### src/rtl/gb_cpu_irq_ctrl.sv
// GameBoy CPU interrupt controller: IF/IE registers, IME with EI delay, and the 5-M-cycle dispatch sequencer.
// Optional HALT-bug detection is built when GB_IRQ_HALT_BUG_EN is defined.
module gb_cpu_irq_ctrl #(
    parameter int          NUM_IRQ     = 5,
    parameter logic [7:0]  VECTOR_BASE = 8'h40
) (
    input  logic               clk,
    input  logic               reset,
    input  logic               m_tick,
    input  logic               instr_boundary,
    input  logic               ei,
    input  logic               di,
    input  logic               reti,
    input  logic               halt_enter,
    input  logic [NUM_IRQ-1:0] irq_src,
    input  logic [15:0]        bus_addr,
    input  logic [7:0]         bus_wdata,
    input  logic               bus_wren,
    output logic [7:0]         bus_rdata,
    output logic               irq_pending,
    output logic               wake,
    output logic               dispatch_active,
    output logic [2:0]         dispatch_cycle,
    output logic               vector_valid,
    output logic [7:0]         vector,
    output logic               halt_bug
);

    typedef enum logic {IDLE = 1'b0, DISPATCH = 1'b1} state_t;

    state_t             state_r, state_n;
    logic [NUM_IRQ-1:0] if_r, if_n, ie_r, masked_s;
    logic               ime_r, ime_n, arm1_r, arm1_n, arm2_r, arm2_n, arm1_eff_s;
    logic               start_s, sample_s, hit_s;
    logic [2:0]         cyc_r, idx_s;
    logic [7:0]         vector_r;
    logic               valid_r;

    function automatic logic [2:0] lowest_idx(input logic [NUM_IRQ-1:0] req);
        lowest_idx = 3'd0;
        for (int i = NUM_IRQ - 1; i >= 0; i--) begin
            if (req[i]) lowest_idx = 3'(i);
        end
    endfunction

    assign masked_s = ie_r & if_r;
    assign hit_s    = |masked_s;
    assign idx_s    = lowest_idx(masked_s);
    assign sample_s = m_tick && (state_r == DISPATCH) && (cyc_r == 3'd3);

    // IME / EI-arm next state and dispatch start decision (uses the freshly updated IME)
    always_comb begin
        ime_n      = ime_r;
        arm1_n     = arm1_r;
        arm2_n     = arm2_r;
        arm1_eff_s = arm1_r;
        start_s    = 1'b0;
        if (m_tick && (state_r == IDLE)) begin
            if (di) begin
                ime_n  = 1'b0;
                arm1_n = 1'b0;
                arm2_n = 1'b0;
            end else begin
                arm1_eff_s = arm1_r | (ei & ~ime_r);
                ime_n      = ime_r | reti;
                if (instr_boundary) begin
                    ime_n  = ime_n | arm2_r;
                    arm2_n = arm1_eff_s;
                    arm1_n = 1'b0;
                end else begin
                    arm1_n = arm1_eff_s;
                end
            end
            start_s = instr_boundary & ime_n & hit_s & ~halt_enter;
            if (start_s) begin
                ime_n  = 1'b0;
                arm1_n = 1'b0;
                arm2_n = 1'b0;
            end else begin
                ime_n  = ime_n;
            end
        end else begin
            start_s = 1'b0;
        end
    end

    // IF next value: CPU write, then dispatch clear, then source pulses OR'd in last
    always_comb begin
        if_n = if_r;
        if (bus_wren && (bus_addr == 16'hFF0F)) begin
            if_n = bus_wdata[NUM_IRQ-1:0];
        end else begin
            if_n = if_r;
        end
        if (sample_s && hit_s) begin
            if_n[idx_s] = 1'b0;
        end else begin
            if_n = if_n;
        end
        if_n = if_n | irq_src;
    end

    // FSM next state
    always_comb begin
        state_n = state_r;
        case (state_r)
            IDLE:     state_n = start_s ? DISPATCH : IDLE;
            DISPATCH: state_n = (m_tick && (cyc_r == 3'd4)) ? IDLE : DISPATCH;
            default:  state_n = IDLE;
        endcase
    end

    // FSM state register
    always_ff @(posedge clk or posedge reset) begin
        if (reset) state_r <= IDLE;
        else       state_r <= state_n;
    end

    // Interrupt registers and IME/arm state
    always_ff @(posedge clk or posedge reset) begin
        if (reset) begin
            if_r   <= '0;
            ie_r   <= '0;
            ime_r  <= 1'b0;
            arm1_r <= 1'b0;
            arm2_r <= 1'b0;
        end else begin
            if_r   <= if_n;
            ime_r  <= ime_n;
            arm1_r <= arm1_n;
            arm2_r <= arm2_n;
            if (bus_wren && (bus_addr == 16'hFFFF)) ie_r <= bus_wdata[NUM_IRQ-1:0];
            else                                    ie_r <= ie_r;
        end
    end

    // Dispatch cycle counter and vector latch; IE&IF re-sampled on the 3->4 step
    always_ff @(posedge clk or posedge reset) begin
        if (reset) begin
            cyc_r    <= 3'd0;
            vector_r <= 8'h00;
            valid_r  <= 1'b0;
        end else if (m_tick && (state_r == DISPATCH)) begin
            case (cyc_r)
                3'd3: begin
                    cyc_r    <= 3'd4;
                    valid_r  <= 1'b1;
                    vector_r <= hit_s ? (VECTOR_BASE + {2'b00, idx_s, 3'b000}) : 8'h00;
                end
                3'd4: begin
                    cyc_r    <= 3'd0;
                    valid_r  <= 1'b0;
                    vector_r <= 8'h00;
                end
                default: cyc_r <= cyc_r + 3'd1;
            endcase
        end else begin
            cyc_r <= cyc_r;
        end
    end

`ifdef GB_IRQ_HALT_BUG_EN
    logic halt_bug_r;
    // HALT entered with IME clear while an enabled request is already pending
    always_ff @(posedge clk or posedge reset) begin
        if (reset) halt_bug_r <= 1'b0;
        else       halt_bug_r <= m_tick & halt_enter & ~ime_r & hit_s;
    end
    assign halt_bug = halt_bug_r;
`else
    assign halt_bug = 1'b0;
`endif

    // Outputs and combinational register read mux
    always_comb begin
        irq_pending     = ime_r & hit_s;
        wake            = hit_s;
        dispatch_active = (state_r == DISPATCH);
        dispatch_cycle  = cyc_r;
        vector_valid    = valid_r;
        vector          = vector_r;
        bus_rdata       = 8'h00;
        case (bus_addr)
            16'hFF0F: begin
                bus_rdata              = 8'hFF;
                bus_rdata[NUM_IRQ-1:0] = if_r;
            end
            16'hFFFF: bus_rdata[NUM_IRQ-1:0] = ie_r;
            default:  bus_rdata = 8'h00;
        endcase
    end

endmodule

### config.mk
export PLATFORM = sky130hd
export DESIGN_NAME = gb_cpu_irq_ctrl
export DESIGN_NICKNAME = d
export VERILOG_FILES = /design/src/rtl/gb_cpu_irq_ctrl.sv
export SDC_FILE = /design/constraint.sdc
export NUM_CORES = 1
export LEC_CHECK = 0
export CORE_ASPECT_RATIO = 1.1
export CORE_MARGIN = 8
export CORE_UTILIZATION = 35
export DETAILED_ROUTE_END_ITERATION = 16
export GPL_ROUTABILITY_DRIVEN = 0
export GPL_TIMING_DRIVEN = 0
export PLACE_DENSITY = 0.8
export SETUP_SLACK_MARGIN = 0.02
export SYNTH_ARGS = -nofsm -noshare
export SYNTH_HDL_FRONTEND = slang
export SYNTH_SLANG_ARGS = --single-unit
### constraint.sdc
create_clock -name clk -period 4.85 [get_ports clk]
set_input_delay 0.485 -clock clk [delete_from_list [all_inputs] [get_ports clk]]
set_output_delay 0.485 -clock clk [all_outputs]
set_load 0.05 [all_outputs]
==> key figures <==
Status
  • Status: completed

STA
  • Slew margin rel.: 0.438
  • Final worst path period share: 0.737
  • Fmax: 0.280 GHz
  • Setup violators final: 0
  • Worst Tran Pin Value: 0.842 ns
  • Layout Skew: 0.00414 ns
  • Fin. Hold Viols: 0
  • Post-layout min period: 3.58 ns
  • Max Slew Vio Count: 0
  • Setup TNS: 0 ns
  • Unrepaired setup endpoints after global routing: false
  • Setup ws final: 1.27 ns

Floorplan
  • Initial Utilization: 0.359
  • Area of the die: 5860 µm²
  • Placeable Area: 3570 µm²
  • Die height: 79.5 µm
  • IO Pins: 62
  • Die width: 73.7 µm
  • Core Rows: 23

Job
  • Max-cap violations: 0

Clocking
  • Clock Tree Buf Depth: 2
  • CTS Buf Count: 3
  • Setup Fix Bufs, Post-CTS: 0
  • Hold-fix buffers, CTS: 0
  • CTS resizes: 0
  • Root buffer cell: clkbuf_8
  • Worst skew pair latency: 0.26 ns
  • CTS tree: yes
  • Clock transition at path regs: 0.07 ns
  • CTS Sinks: 22
  • H-tree depth: 1

Final layout
  • Layout cell share with drive strength beyond 1: 0.0781
  • Nets: 235
  • P&R area growth vs syn: 50.6%
  • Antenna diodes: 0
  • Finished Cell Area: 1930 µm²
  • Most frequent cells in the layout: 53 x clkdlybuf4s50_1, 22 x dfrtp_1, 17 x nand2_1
  • Commonest non-fill, non-tap cell in the layout: clkdlybuf4s50_1

Yosys
  • Post-synth EDFFs: 0
  • Syn Area/Cell: 9.72 µm²
  • Compound-cell area share of the yosys netlist: 0.211
  • XOR/XNOR Fraction of Synth Area: 0
  • Ys flop type: dfrtp_1
  • Simple-gate share of the synthesized area: 0.191
  • Largest family of logic cells by synthesized area: compound AO/OA/AOI/OAI gates
  • Mux cell area share after synthesis: 0.0439
  • Async set-reset flop share out of synthesis: 1.00
  • Post-Synthesis Cell Area: 1280 µm²
  • Adder-cell area share of the yosys netlist: 0.0293
  • Cell variety after synth: 38
  • Sequential area share after synthesis: 0.429
  • Syn. warnings: 0
  • Flops & latches, synth: 22
  • Mapped Cells: 132

GRT
  • Global-route wire length before repair: 5.94 mm
  • Vias in the first global route: 1,343
  • GRT Overall Usage: 0.125
  • Initial antenna violation count: 0
  • Largest net degree at the start of global routing: 23
  • GRT overflow: 0

Routing
  • WL/cell: 14.3 µm
  • DR vias/cell: 5.13
  • DRC: 0
  • First-pass DRT Iterations: 4
  • 1st-iter DRT viols: 51
  • DRT antenna net count: 0
  • Drt total wl: 3.46 mm
  • Vias: 1,241

Power
  • PD cells: 184 nW/µm²
  • Leakage: 0.800 nW
  • Peak supply drop: 0.107 mV

Placement
  • Worst slack at placement: 1.26 ns
  • Hpwl dp: 2.80 mm
  • I/O Buffers: 53
  • Dpl cell area: 1890 µm²

Worst setup path
  • Setup crit start kind: input pin
  • Crit end category: primary output
  • Worst r2r dst: if_r[1]$_DFF_PP0_
  • Crit path max fanout: 12
  • CP required: 4.37 ns
  • Worst Path Arrival: 3.09 ns
  • Crit Path Class: input pin to primary output
  • RR Startpoint: dispatch_cycle[0]$_DFFE_PP0P_
  • Worst R2R Setup Slack: 3.01 ns
  • Worst reg2reg path depth: 7

Worst hold path
  • Hold EP: arm1_r$_DFFE_PP0P_
  • Hold crit path type: register to register
  • Hold wc startpoint: arm1_r$_DFFE_PP0P_
  • Hold path cells: 2
==> per-layer routing <==
metal  GRT usage  part of all wire  routed length (µm)  vias to the layer above
li1            -                 -                   -                      607
met1       0.132              0.41                1410                      582
met2       0.224              0.48                1650                       48
met3      0.0528              0.11                 371                        4
met4      0.0240            0.0078                  27                        0
met5           0                 0                   0                        -
==> power breakdown <==
part | switching, mW | total (mW) | internal, mW
Clock | 0.0563 | 0.112 | 0.0554
Sequential | 0.00145 | 0.187 | 0.186
Combinational | 0.0259 | 0.0576 | 0.0317
==> critical path, stage by stage <==
cell and delay (ns):
clkdlybuf4s50_1 0.42, or4_1 0.50, or4_1 0.42, buf_6 0.16, clkinv_4 0.05, buf_12 0.11, a22o_1 0.14, clkdlybuf4s50_1 0.80
==> sequential cells by signal, indices dropped and copies added, names as in the netlist <==
register and cells:
arm1_r 1, ime_r 1, vector_valid 1, dispatch_active 1, if_r 5, dispatch_cycle 3
ie_r 5, arm2_r 1, vector 4
==> how the worst max path moves through the flow <==
stage | startpoint | slack, ns | end | cells after the start
2_1_floorplan | bus_addr[5] | 2.20 | bus_rdata[0] | 6
3_3_place_gp | bus_addr[5] | 1.28 | bus_rdata[2] | 8
3_5_place_dp | bus_addr[5] | 1.26 | bus_rdata[1] | 8
4_1_cts | bus_addr[5] | 1.25 | bus_rdata[2] | 8
5_1_grt | bus_addr[5] | 1.20 | bus_rdata[4] | 8
6_report | bus_addr[5] | 1.27 | bus_rdata[4] | 8
==> synth_stat cells, drive strengths merged, types with 2 or more instances <==
library cell  number  share of area
dfrtp             22           0.43
nand2             17          0.050
buf                9          0.065
a21oi              8          0.031
nand4              8          0.039
inv                6          0.018
a22o               5          0.034
mux2               5          0.044
o21ai              5          0.020
a31oi              3          0.015
and2               3          0.015
ha                 3          0.029
nand3              3          0.012
nand3b             3          0.018
nor3               3          0.012
a22oi              2          0.012
a32o               2          0.016
nand2b             2         0.0098
nor2               2         0.0059
o211ai             2          0.012
o21bai             2          0.012
o31ai              2          0.012
or4                2          0.012
==> cell families after synthesis <==
family,count (synthesis)
simple gates,46
other cells,1
flops,22
mux,5
buf+inv,17
fa+ha+maj,3
compound gates,38
==> cell type report <==
cell class	instances	area, µm²
Buffer	10	87.6
Tap cell	50	62.6
Clock buffer	3	41.3
Multi-Input combinational cell	97	628
Inverter	7	31.3
Fill cell	345	1640
Timing Repair Buffer	53	531
Sequential cell	22	551
==> metrics by stage <==
stage / hold slack (ns) / total power, mW / cells / util
after detailed placement: 0.472 / 0.249 / 239 / 0.530
after global routing: 0.512 / 0.368 / 242 / 0.541
after global placement: 0.458 / 0.248 / 239 / 0.530
after floorplan: 0.444 / 0.215 / 136 / -
final: 0.480 / 0.356 / 242 / 0.541
after CTS: 0.489 / 0.360 / 242 / 0.541
Power figures use the tool's default switching activity.
==> edit 1 (config.mk and constraints unchanged) <==
The option `GB_IRQ_HALT_BUG_EN` is turned on by a define.
--- a/src/rtl/gb_cpu_irq_ctrl.sv
+++ b/src/rtl/gb_cpu_irq_ctrl.sv
@@ -1,5 +1,7 @@
 // GameBoy CPU interrupt controller: IF/IE registers, IME with EI delay, and the 5-M-cycle dispatch sequencer.
 // Optional HALT-bug detection is built when GB_IRQ_HALT_BUG_EN is defined.
+`define GB_IRQ_HALT_BUG_EN
+
 module gb_cpu_irq_ctrl #(
     parameter int          NUM_IRQ     = 5,
     parameter logic [7:0]  VECTOR_BASE = 8'h40
Check against the original RTL: not equivalent (a bounded check fails within 4 cycles, from zero or initial values and one cycle with reset high).
==> edit 1 against the original RTL <==
- count of clock-buffer cells in the layout is the same
- final area grew 2.4%
- critical path depth is the same
- via count is 1.9% higher
- clock skew rose by 0.0062 ns
- sequential power rose by 5%
- worst setup slack got worse by 0.035 ns
- wire length rose by 2.3%
- area after synthesis grew 2.7%
- combinational power grew 2%
- sequential cell count grew 1
- first-iteration DRC count increased by 33%
- total power grew 4.2%
- critical path type unchanged
- largest power group unchanged
==> edit 1: results (changes against the original RTL) <==
metric,value,unit,change
met3 usage,4.23,%,-1.0 points
number of global-route vias before repair,1323,,-1.5%
area share of fa/ha/maj cells after synthesis,2.85,%,-0.078 points
register share of total power,52.9,%,+0.4 points
Leak,0.812,nW,+1.4%
Sw Share,23.6,%,+0.071 points
clk sinks,23,,+4.5%
Mapped Cells,134,,+1.5%
detail-routed via count per cell,5.16,,+0.61%
first-pass GRT wire length,5550,µm,-6.6%
non-clock inverter total of the final layout,8,,+1
wire length per cell,14.4,µm,+1.0%
clock-pin slew on the worst setup and hold paths,0.09,ns,+0.02 ns
CP max FO,12,,unchanged
GRT Overall Usage,11.5,%,-0.94 points
WL met3,336,µm,-9.4%
Clock buf/inv share,2.34,%,+0.20 points
clock skew,0.0103,ns,+0.00616 ns
Netlist cell types,39,,+2.6%
Fillers,360,,+4.3%
layout cells sized above 1,9.74,%,+1.9 points
die width,74.5,µm,+1.1%
hpwl dp,2920,µm,+4.3%
Rel. slew slack,42.7,%,-1.1 points
outcome,completed,,
NetSw,0.0875,mW,+4.5%
VDD IR max,0.0000919,V,-14%
Arrival @ worst endpoint,3.13,ns,+0.04 ns
leading post-synthesis cells by cell area,"dfrtp_1 (44%), a22o_1 (4.7%), mux2_2 (4.3%), nand2_1 (4.0%), buf_4 (3.4%)",,
Seq area share,29.1,%,+0.60 points
DP Worst Slack,1.23,ns,-0.0303 ns
Logic pwr share,15.8,%,-0.4 points
grt met2 use,20.2,%,-2.2 points
fraction of area in multi-input gates,32.3,%,-0.25 points
reg2reg setup slack,3.10,ns,+0.09 ns
Met2 Wirelength,1720,µm,+4.1%
commonest cells in the netlist,"dfrtp_1 (23), nand2_1 (14)",,
non-clk buf share,31.4,%,-0.62 points
met1 GRT Util,12.6,%,-0.56 points
Starting DRT DRC Count,68,,+33%
placed inst area,1930,µm²,+2.2%
Hold Slack,0.467,ns,-0.0131 ns
largest net degree at the start of global routing,24,,+4.3%
Register Area,576,µm²,+4.5%
## edit 1: cell families after synthesis
| kind of cell | Yosys count |
|---|---|
| AO/OA/AOI/OAI | 40 |
| adder cells (fa/ha/maj) | 3 |
| buffers and inverters | 17 |
| flip-flops | 23 |
| multiplexers | 5 |
| other | 1 |
| AND/OR/NAND/NOR | 45 |
## edit 1: worst paths after layout
path / startpoint / end / cells after the start
max in group asynchronous: reset / vector[5] / 2
setup / recovery: bus_addr[4] / bus_rdata[1] / 8
min in group asynchronous: reset / dispatch_cycle[2] / 2
hold / removal: ime_r / halt_bug / 1
hold reg to reg: ime_r / halt_bug / 1
setup reg to reg: if_r[1] / arm2_r / 5
## edit 1: critical path, stage by stage
cell and delay (ns):
clkdlybuf4s50_1 0.42, or4_1 0.50, or4_1 0.43, buf_6 0.16, clkinv_4 0.05, buf_12 0.11, a22o_1 0.15, clkdlybuf4s50_1 0.81
==> edit 2 (config.mk and constraints unchanged) <==
Made on the original files. Put a register stage on the output `dispatch_active`, with the module's reset. The value now appears one clock later. The other outputs are not delayed to match.
--- a/src/rtl/gb_cpu_irq_ctrl.sv
+++ b/src/rtl/gb_cpu_irq_ctrl.sv
@@ -27,6 +27,8 @@
 );
 
     typedef enum logic {IDLE = 1'b0, DISPATCH = 1'b1} state_t;
+
+    logic dispatch_active_d;
 
     state_t             state_r, state_n;
     logic [NUM_IRQ-1:0] if_r, if_n, ie_r, masked_s;
@@ -175,7 +177,7 @@
     always_comb begin
         irq_pending     = ime_r & hit_s;
         wake            = hit_s;
-        dispatch_active = (state_r == DISPATCH);
+        dispatch_active_d = (state_r == DISPATCH);
         dispatch_cycle  = cyc_r;
         vector_valid    = valid_r;
         vector          = vector_r;
@@ -190,5 +192,13 @@
         endcase
     end
 
+    always_ff @(posedge clk or posedge reset) begin
+        if (reset) begin
+            dispatch_active <= '0;
+        end else begin
+            dispatch_active <= dispatch_active_d;
+        end
+    end
+
 endmodule
 
Formal check against the unedited RTL: not equivalent (Yosys sat finds a counterexample within 4 cycles, from zero or initial values and one cycle with reset high).
==> edit 2 against the original RTL <==
- sequential cell count up 1
- final area up 2.2%
- first-iteration DRC count up 18%
- clock skew down 0.00075 ns
- worst setup slack worse by 0.031 ns
- total power up 4.3%
- wire length up 0.23%
- count of clock-buffer cells in the layout unchanged
- highest routed layer unchanged
- cell count up 0.41%
- die area up 2.9%
- area after synthesis up 3.7%
==> edit 2: results (changes against the original RTL) <==
metric,value,unit,change
via count,1241,,unchanged
GRT Overall Usage,11.7,%,-0.83 points
worst-margin pin slew,0.855,ns,+0.0130 ns
VDD IR max,0.000115,V,+7.1%
DR pass1 iterations,4,,unchanged
Setup CP Type,input pin to output pin,,
"EDFF count, synth",0,,unchanged
critical path endpoint,bus_rdata[0],,
hpwl dp,2810,µm,+0.33%
CP max stage delay,0.81,ns,
largest net degree at the start of global routing,24,,+4.3%
detail-routed via count per cell,5.11,,-0.41%
outcome,completed,,
Mapped Cells,133,,+0.76%
register area share after synthesis,43.3,%,+0.35 points
leading post-synthesis cells by cell area,"dfrtp_1 (43%), mux2_2 (5.1%), buf_4 (4.5%), nand2_1 (4.0%), a22o_1 (4.0%)",,
Worst R2R End,if_r[3],,
Netlist cell types,42,,+11%
Hold Crit Start,dispatch_active_d,,
Arrival @ worst endpoint,3.12,ns,+0.03 ns
Reg2Reg Depth,6,,-1
Leak,0.827,nW,+3.4%
reg2reg setup slack,3.21,ns,+0.20 ns
Post-Route WL,3460,µm,+0.23%
Crit Reg-Reg Startpoint,dispatch_cycle[0],,
commonest cells in the netlist,"dfrtp_1 (23), nand2_1 (14), buf_4 (8)",,
first-pass GRT wire length,5600,µm,-5.7%
clock skew,0.00339,ns,-0.000751 ns
PortBufs,52,,-1.9%
layout cells sized above 1,12.4,%,+4.6 points
# H-tree levels,1,,unchanged
post-CTS resize count,0,,unchanged
Starting DRT DRC Count,60,,+18%
[edit 2: cell count changes in the layout (fill, tap and decap cells not counted), sizes merged, moves of 2 or more]
cell	change
nand3	+3
nand4	-3
inv	+2
nor2b	+2
o31ai	-2
mux2	+2
nand2	-3
[edit 2: per-stage QoR]
step                power [mW]  setup slack, ns  instance area [µm²]
finish                   0.372             1.24                 1970
global route             0.388             1.19                 1970
CTS                      0.376             1.23                 1970
detailed placement       0.259             1.23                 1930
global placement         0.258             1.27                 1930
floorplan                0.226             2.19                 1350
[edit 2: logic make-up (layout without fill, tap and decap cells)]
| logic type | count (synthesis) | after routing | synth area share (%) |
|---|---|---|---|
| buf+inv | 18 | 74 | 9.50 |
| mux | 7 | 7 | 5.93 |
| simple gates | 43 | 43 | 17.8 |
| compound gates | 38 | 38 | 20.4 |
| fa+ha+maj | 3 | 3 | 2.82 |
| flops | 23 | 23 | 43.3 |
| other cells | 1 | 5 | 0.282 |
[edit 2: worst min path at each step]
stage                            endpoint  slack, ns  cells after the start
final                     dispatch_active       0.49                      0
after global routing      dispatch_active       0.51                      0
after CTS                 dispatch_active       0.49                      0
after detailed placement  dispatch_active       0.47                      0
after global placement    dispatch_active       0.46                      0
after floorplan           dispatch_active       0.43                      0
[edit 2: worst reg2reg max path, stage by stage (launching register included)]
cell	delay, ns
dfrtp_1	0.41
ha_1	0.17
ha_1	0.17
and3_1	0.26
nand2_1	0.17
o221ai_1	0.25
nand3b_1	0.10
[edit 2: final cells by class]
type                       instances  area (µm²)
multi-input combinational         96         643
clock inverter                     1        5.00
buffer                            10        91.3
sequential                        23         576
timing repair buffer              52         520
inverter                           8        35.0
fill                             347        1680
tap                               50        62.6
clock buffer                       3        41.3
[edit 2: power breakdown]
part / internal (mW) / switching [mW] / leakage (nW)
Combinational: 0.0330 / 0.0259 / 0.514
Clock: 0.0572 / 0.0597 / 0.0255
Sequential: 0.194 / 0.00168 / 0.288
[edit 2: metal layers]
layer  track usage [%]  wire, µm  vias to the layer above
li1                  -         -                      611
met1              14.0      1520                      594
met2              20.2      1720                       32
met3              2.86       199                        4
met4              2.55        23                        0
met5                 0         0                        -
